`src/rtl/contador_pkg.sv`:
```
// ============================================================================
//  contador_pkg : shared direction constants and width helper for contador_modn
//  Revision     : 1.0
// ============================================================================
`default_nettype none

package contador_pkg;

   localparam logic DIR_UP   = 1'b1;
   localparam logic DIR_DOWN = 1'b0;

   // Smallest width whose range 0..2**w-1 covers 0..modulus-1.
   function automatic int min_width(input int modulus);
      int w;
      w = 1;
      for (int i = 1; i < 10; i++) begin
         if ((1 << i) < modulus) begin
            w = i + 1;
         end
      end
      return w;
   endfunction

endpackage

`default_nettype wire

```
`src/rtl/contador_modn_next.sv`:
```
// ============================================================================
//  contador_modn_next : next-value logic for one digit (wrap, load clamp, tc)
//  Revision           : 1.0
// ============================================================================
`default_nettype none

module contador_modn_next
   import contador_pkg::*;
#(
   parameter int MODULUS = 6,
   parameter int WIDTH   = 4
) (
   input  logic [WIDTH-1:0] count,
   input  logic [WIDTH-1:0] data,
   input  logic             enable,
   input  logic             up,
   output logic [WIDTH-1:0] step_val,
   output logic [WIDTH-1:0] load_val,
   output logic             load_clamp,
   output logic             tc
);

   localparam logic [WIDTH-1:0] MAX_VAL = WIDTH'(MODULUS - 1);
   // One extra bit so MODULUS itself is representable when 2**WIDTH == MODULUS.
   localparam logic [WIDTH:0]   MOD_EXT = (WIDTH + 1)'(MODULUS);

   logic at_max;
   logic at_min;

   always_comb begin
      at_max     = (count == MAX_VAL);
      at_min     = (count == '0);
      load_clamp = ({1'b0, data} >= MOD_EXT);
      load_val   = load_clamp ? MAX_VAL : data;
      if (up == DIR_UP) begin
         step_val = at_max ? '0 : count + WIDTH'(1);
      end else begin
         step_val = at_min ? MAX_VAL : count - WIDTH'(1);
      end
      tc = enable && ((up == DIR_UP) ? at_max : at_min);
   end

endmodule

`default_nettype wire

```
`src/rtl/contador_modn.sv`:
```
// ============================================================================
//  contador_modn : cascadable modulo-N counter with clamped parallel load
//  Optional up/down port enabled by macro CONTADOR_MODN_UPDOWN_EN
//  Revision      : 1.0
// ============================================================================
`default_nettype none

module contador_modn
   import contador_pkg::*;
#(
   parameter int MODULUS     = 6,
   parameter int WIDTH       = 4,
   parameter int RESET_VALUE = 0
) (
   input  logic             clock,
   input  logic             clr,
   input  logic             loadn,
   input  logic             enable,
   input  logic [WIDTH-1:0] data,
`ifdef CONTADOR_MODN_UPDOWN_EN
   input  logic             up,
`endif
   output logic [WIDTH-1:0] count,
   output logic             zero,
   output logic             tc,
   output logic             clamped
);

   if (MODULUS < 2 || MODULUS > 256) begin : g_bad_modulus
      $error("contador_modn: MODULUS must be in 2..256");
   end
   if (WIDTH < min_width(MODULUS)) begin : g_bad_width
      $error("contador_modn: WIDTH too small for MODULUS");
   end
   if (RESET_VALUE < 0 || RESET_VALUE >= MODULUS) begin : g_bad_reset
      $error("contador_modn: RESET_VALUE must be below MODULUS");
   end

   logic [WIDTH-1:0] count_q, count_d;
   logic             clamped_q, clamped_d;
   logic [WIDTH-1:0] step_val, load_val;
   logic             load_clamp;
   logic             dir;

`ifdef CONTADOR_MODN_UPDOWN_EN
   assign dir = up;
`else
   assign dir = DIR_DOWN;
`endif

   contador_modn_next #(
      .MODULUS (MODULUS),
      .WIDTH   (WIDTH)
   ) u_next (
      .count      (count_q),
      .data       (data),
      .enable     (enable),
      .up         (dir),
      .step_val   (step_val),
      .load_val   (load_val),
      .load_clamp (load_clamp),
      .tc         (tc)
   );

   // clr outranks everything and is applied in the register process.
   always_comb begin
      count_d   = count_q;
      clamped_d = 1'b0;
      if (!loadn) begin
         count_d   = load_val;
         clamped_d = load_clamp;
      end else if (enable) begin
         count_d = step_val;
      end
   end

   always_ff @(posedge clock) begin
      if (clr) begin
         count_q   <= WIDTH'(RESET_VALUE);
         clamped_q <= 1'b0;
      end else begin
         count_q   <= count_d;
         clamped_q <= clamped_d;
      end
   end

   assign count   = count_q;
   assign zero    = (count_q == '0);
   assign clamped = clamped_q;

endmodule

`default_nettype wire

```
`config.mk`:
```
export PLATFORM = sky130hd
export DESIGN_NAME = contador_modn
export DESIGN_NICKNAME = d
export VERILOG_FILES = /design/src/rtl/contador_pkg.sv /design/src/rtl/contador_modn_next.sv /design/src/rtl/contador_modn.sv
export SDC_FILE = /design/constraint.sdc
export NUM_CORES = 1
export LEC_CHECK = 0
export CAP_MARGIN = 20
export CORE_AREA = 2 2 39 41
export DETAILED_ROUTE_END_ITERATION = 10
export DIE_AREA = 0 0 41 43
export HOLD_SLACK_MARGIN = 0.08
export PLACE_DENSITY_LB_ADDON = 0.08
export SYNTH_ARGS = -nofsm -noshare
export SYNTH_HDL_FRONTEND = slang
export SYNTH_SLANG_ARGS = --single-unit
export TNS_END_PERCENT = 1
```
`constraint.sdc`:
```
create_clock -name clock -period 1.42 [get_ports clock]
set_input_delay 0.142 -clock clock [delete_from_list [all_inputs] [get_ports clock]]
set_output_delay 0.142 -clock clock [all_outputs]
set_load 0.05 [all_outputs]
```
Word-level counts from Yosys, hierarchy flattened
Cells that the tools add are included.
- bits in registers: 5
- output and inout bits: 7
- $add $sub $neg: 1
- order comparisons: 1
- equal/unequal tests: 1
- multiplexer cells: 4
- reduce and logical (&&, ||, !) cells: 3
- operators with widths (kind ; count):
    4-bit 2-to-1 mux ; 4
    4-bit by 3-bit >= comparator with 1-bit output (second input constant) ; 1
    4-bit logical NOT ; 1
    4-bit by 1-bit subtractor with 4-bit output (second input constant) ; 1
    2-bit by 1-bit != test with 1-bit output (second input constant) ; 1
    2-bit OR reduction ; 1
    1-bit logical AND ; 1

Logic depth before layout (Yosys ltp)
- depth after elaboration: 4
- mapped depth: 3
- gate-level depth less buffers: 3

By module
From an unflattened synthesis, not the netlist that was laid out.
- cells, all modules: 50
- area, all modules: 390.4 um^2
- by module, submodules not included (module ; times used ; cells each ; area an instance (um^2) ; sequential area each (um^2)):
    contador_modn ; 1 ; 22 ; 212.7 ; 100.1
    contador_modn_next ; 1 ; 28 ; 177.7 ; 0.0

Worst setup path after synthesis
OpenSTA, ideal clock, no wires.
- kind: register to output
- start: register count_q[0] (netlist: count[0])
- end: output port tc
- data arrival time: 2.168 ns
- data required time: 1.278 ns
- path slack: -0.890 ns
- stages on the path, launching flop included: 3
- path through: dfxtp_1 nand2b_4 nor4_1
- cells in the longest elaborated chain, start to end: 2
- RTL lines (item ; RTL line ; source):
    from (decl) ; contador_modn.sv:39 ; logic [WIDTH-1:0] count_q, count_d;
    from (signal assigned) ; contador_modn.sv:79 ; count_q <= WIDTH'(RESET_VALUE);
    from (signal assigned) ; contador_modn.sv:82 ; count_q <= count_d;
    4-bit logical NOT ; contador_modn_next.sv:32 ; at_min = (count == '0);
    1-bit logical AND ; contador_modn_next.sv:40 ; tc = enable && ((up == DIR_UP) ? at_max : at_min);
    to (decl) ; contador_modn.sv:25 ; output logic tc,
Every way passes these cells.

Worst setup path in the final report
- start: input port enable
- end: output port tc
- cells in the longest elaborated chain, start to end: 1
- RTL lines (item ; RTL line ; source):
    from (decl) ; contador_modn.sv:18 ; input logic enable,
    1-bit logical AND ; contador_modn_next.sv:40 ;
Every way passes these cells.

==> metrics <==
Post-CTS Setup Inserts 0; R2R depth 2; Place WS -12.77 ps; Fin Hold WS 531.4 ps; Clk pin slew, worst setup/hold paths 50 ps; DIE AREA 1763 sq um; Horiz. Die Dim 41 um; clk sinks 5; WP data arrival 1230 ps; via count 275; power consumption 0.0005257 W; Mean Syn Cell Area 9.159 sq um; Sw Share 31.32%; final setup vio count 0; pwr/cell area 965.8 nW/um^2; port buffer count 14; status finished, final reports clean; drt initial violations 11; gp weighted congestion 0.7591; Seq/Total Area, Yosys 43.72%; WP data required 1280 ps; DP Cell Count 60; pin count of the biggest net entering global routing 9; Boundary Pins 15; area of the multi-input gates 155.1 sq um; Mapped Area 229.0 sq um; Remaining Overflow, GRT 0; worst-margin pin slew 391.2 ps; max_cap viols 0; Ys Warns 0; Clock Tree Root clkbuf_4; Antenna Nets Post-Route 0; worst hold start data[0]; setup ws final 45.04 ps; Reg2Reg Launch Point count[1]; Startpoint Class primary input; drt total wl 647 um; Diodes inserted 0; post_cts resized 0; combinational cell fraction of total power 38.3%; period utilization 96.83%; Fill cells 141; Area Growth Syn to Fin 137.7%; Worst-Skew Late Latency 240 ps; Final Slew Violations 0; Num CTS Buffers 3; Hold Path Stages 3; Hold WC Path Type primary input to flop; Leak 0.2127 nW; unrepaired setup endpoints after global routing true; CTS Buffer Depth 2; CTS tree yes; NetSw 0.0001646 W; register area 100.1 sq um; gr usage total 9.337%; Setup crit end kind output pin; starting density of the core 16.55%; final core utilization 39.33%; Placeable Area 1384 sq um; cts hold-fix bufs 0; internal power 0.0003610 W; DRC errors left 0; Nets 57; relative slew slack 73.88%; Max Freq 727.3 MHz; first-pass GRT wire length 1110 um; vias in the first global route 280; Rows 14; min cycle time layout 1375 ps; Sequential Power Share 30.3%; Final Skew 6.843 ps; synthesis-stage register bit count 5; worst r2r dst count[2]; max incr delay on CP 520 ps; Syn Nets 33; clock power share 31.4%; Max FO, Critical Path 4; Hold EP count[0]; drt first pass iters 3; wire length per cell 10.11 um; fin cells 64; share of layout cells above drive strength 1 41.67%; Vias/cell 4.297; flop2flop setup slack 210 ps; synth unique cells 14; Syn Inst Count 25; Setup CP Type primary input to output pin; CP max stage cell clkdlybuf4s50_1; maximum vdd drop 0.0004662 V; antenna violations before repair 0; final hold violations 0; CP Cell Sequence clkdlybuf4s50_1 > nand2b_4 > buf_4 > nor4_4 > buf_12; H-Tree Depth 1; die height 43 um
==> worst max-delay path, delay by kind of cell <==
family | cells | cell delay [ps]
buf+inv | 3 | 840
simple gates | 2 | 250
==> synthesized netlist by cell type (all sizes together) <==
library cell,n,area (sq um)
dfxtp,5,100.1
nor2,3,11.26
a21oi,2,10.01
a311oi,2,17.52
nor3,2,10.01
nor4,2,12.51
or3,2,12.51
a221oi,1,8.760
and4b,1,11.26
clkbuf,1,3.750
nand2,1,3.750
nand2b,1,13.76
o21ai,1,5.000
xnor2,1,8.760
==> through the flow <==
step,TNS [ps],instance area (sq um)
floorplan,-352.2,250.2
global placement,-20.01,509.2
detailed placement,-12.77,509.2
CTS,0,535.5
global route,-7.237,544.3
finish,0,544.3
==> cell usage in the layout, fill, tap and decap left out <==
cell / Yosys / routed
a21oi_1: 2 / 2
a221oi_1: 1 / 1
a311oi_1: 2 / 2
and4b_2: 1 / 1
buf_12: 0 / 6
buf_4: 0 / 7
clkbuf_1: 1 / 1
clkbuf_4: 0 / 3
clkdlybuf4s50_1: 0 / 7
dfxtp_1: 5 / 5
nand2_1: 1 / 1
nand2b_4: 1 / 1
nor2_1: 3 / 3
nor3_1: 2 / 2
nor4_4: 0 / 2
o21ai_0: 1 / 1
or3_1: 2 / 2
xnor2_1: 1 / 1
==> worst max path at each step <==
stage                     to  cells after the start  slack (ps)      from
finish                    tc                      5          50    enable
global route              tc                      5          -7    enable
CTS                     zero                      3           3  count[2]
detailed placement  count[2]                      4         -10    enable
global placement    count[2]                      4         -20    enable
floorplan               zero                      1        -300  count[1]
==> per-layer routing <==
metal  routed length [um]  global-route usage (%)
met1                  262                   10.61
met2                  312                   14.06
met3                   71                   7.853
met4                    0                       0
met5                    0                       0
==> flip-flops by register name, summed over array words and instances, names as in the netlist <==
name	count
clamped	1
count	4
==> area by class of cell <==
class                           instances  share of cell area [%]
Clock buffer                            4                   4.828
Multi-Input combinational cell         19                   28.51
Sequential cell                         5                   18.39
Tap cell                               16                   3.678
Timing Repair Buffer                   20                   44.60
==> kinds of logic (layout without fill, tap and decap cells) <==
logic type / count (synthesis) / in the layout / synth area share, %
AOI/OAI and AO/OA: 6 / 6 / 18.03
xor gates and xnor gates: 1 / 1 / 3.826
buffers and inverters: 1 / 24 / 1.638
DFF: 5 / 5 / 43.72
and+or+nand+nor: 12 / 12 / 32.78
==> power by group through the flow <==
stage          Sequential, W  Clock [W]  Combinational (W)
6_report            0.000159   0.000165           0.000201
5_1_grt             0.000161   0.000184           0.000211
4_1_cts             0.000159   0.000170           0.000199
3_5_place_dp        0.000161          0           0.000199
3_3_place_gp        0.000162          0           0.000199
2_1_floorplan       0.000193          0          0.0000577
(Power assumes the default switching activity.)
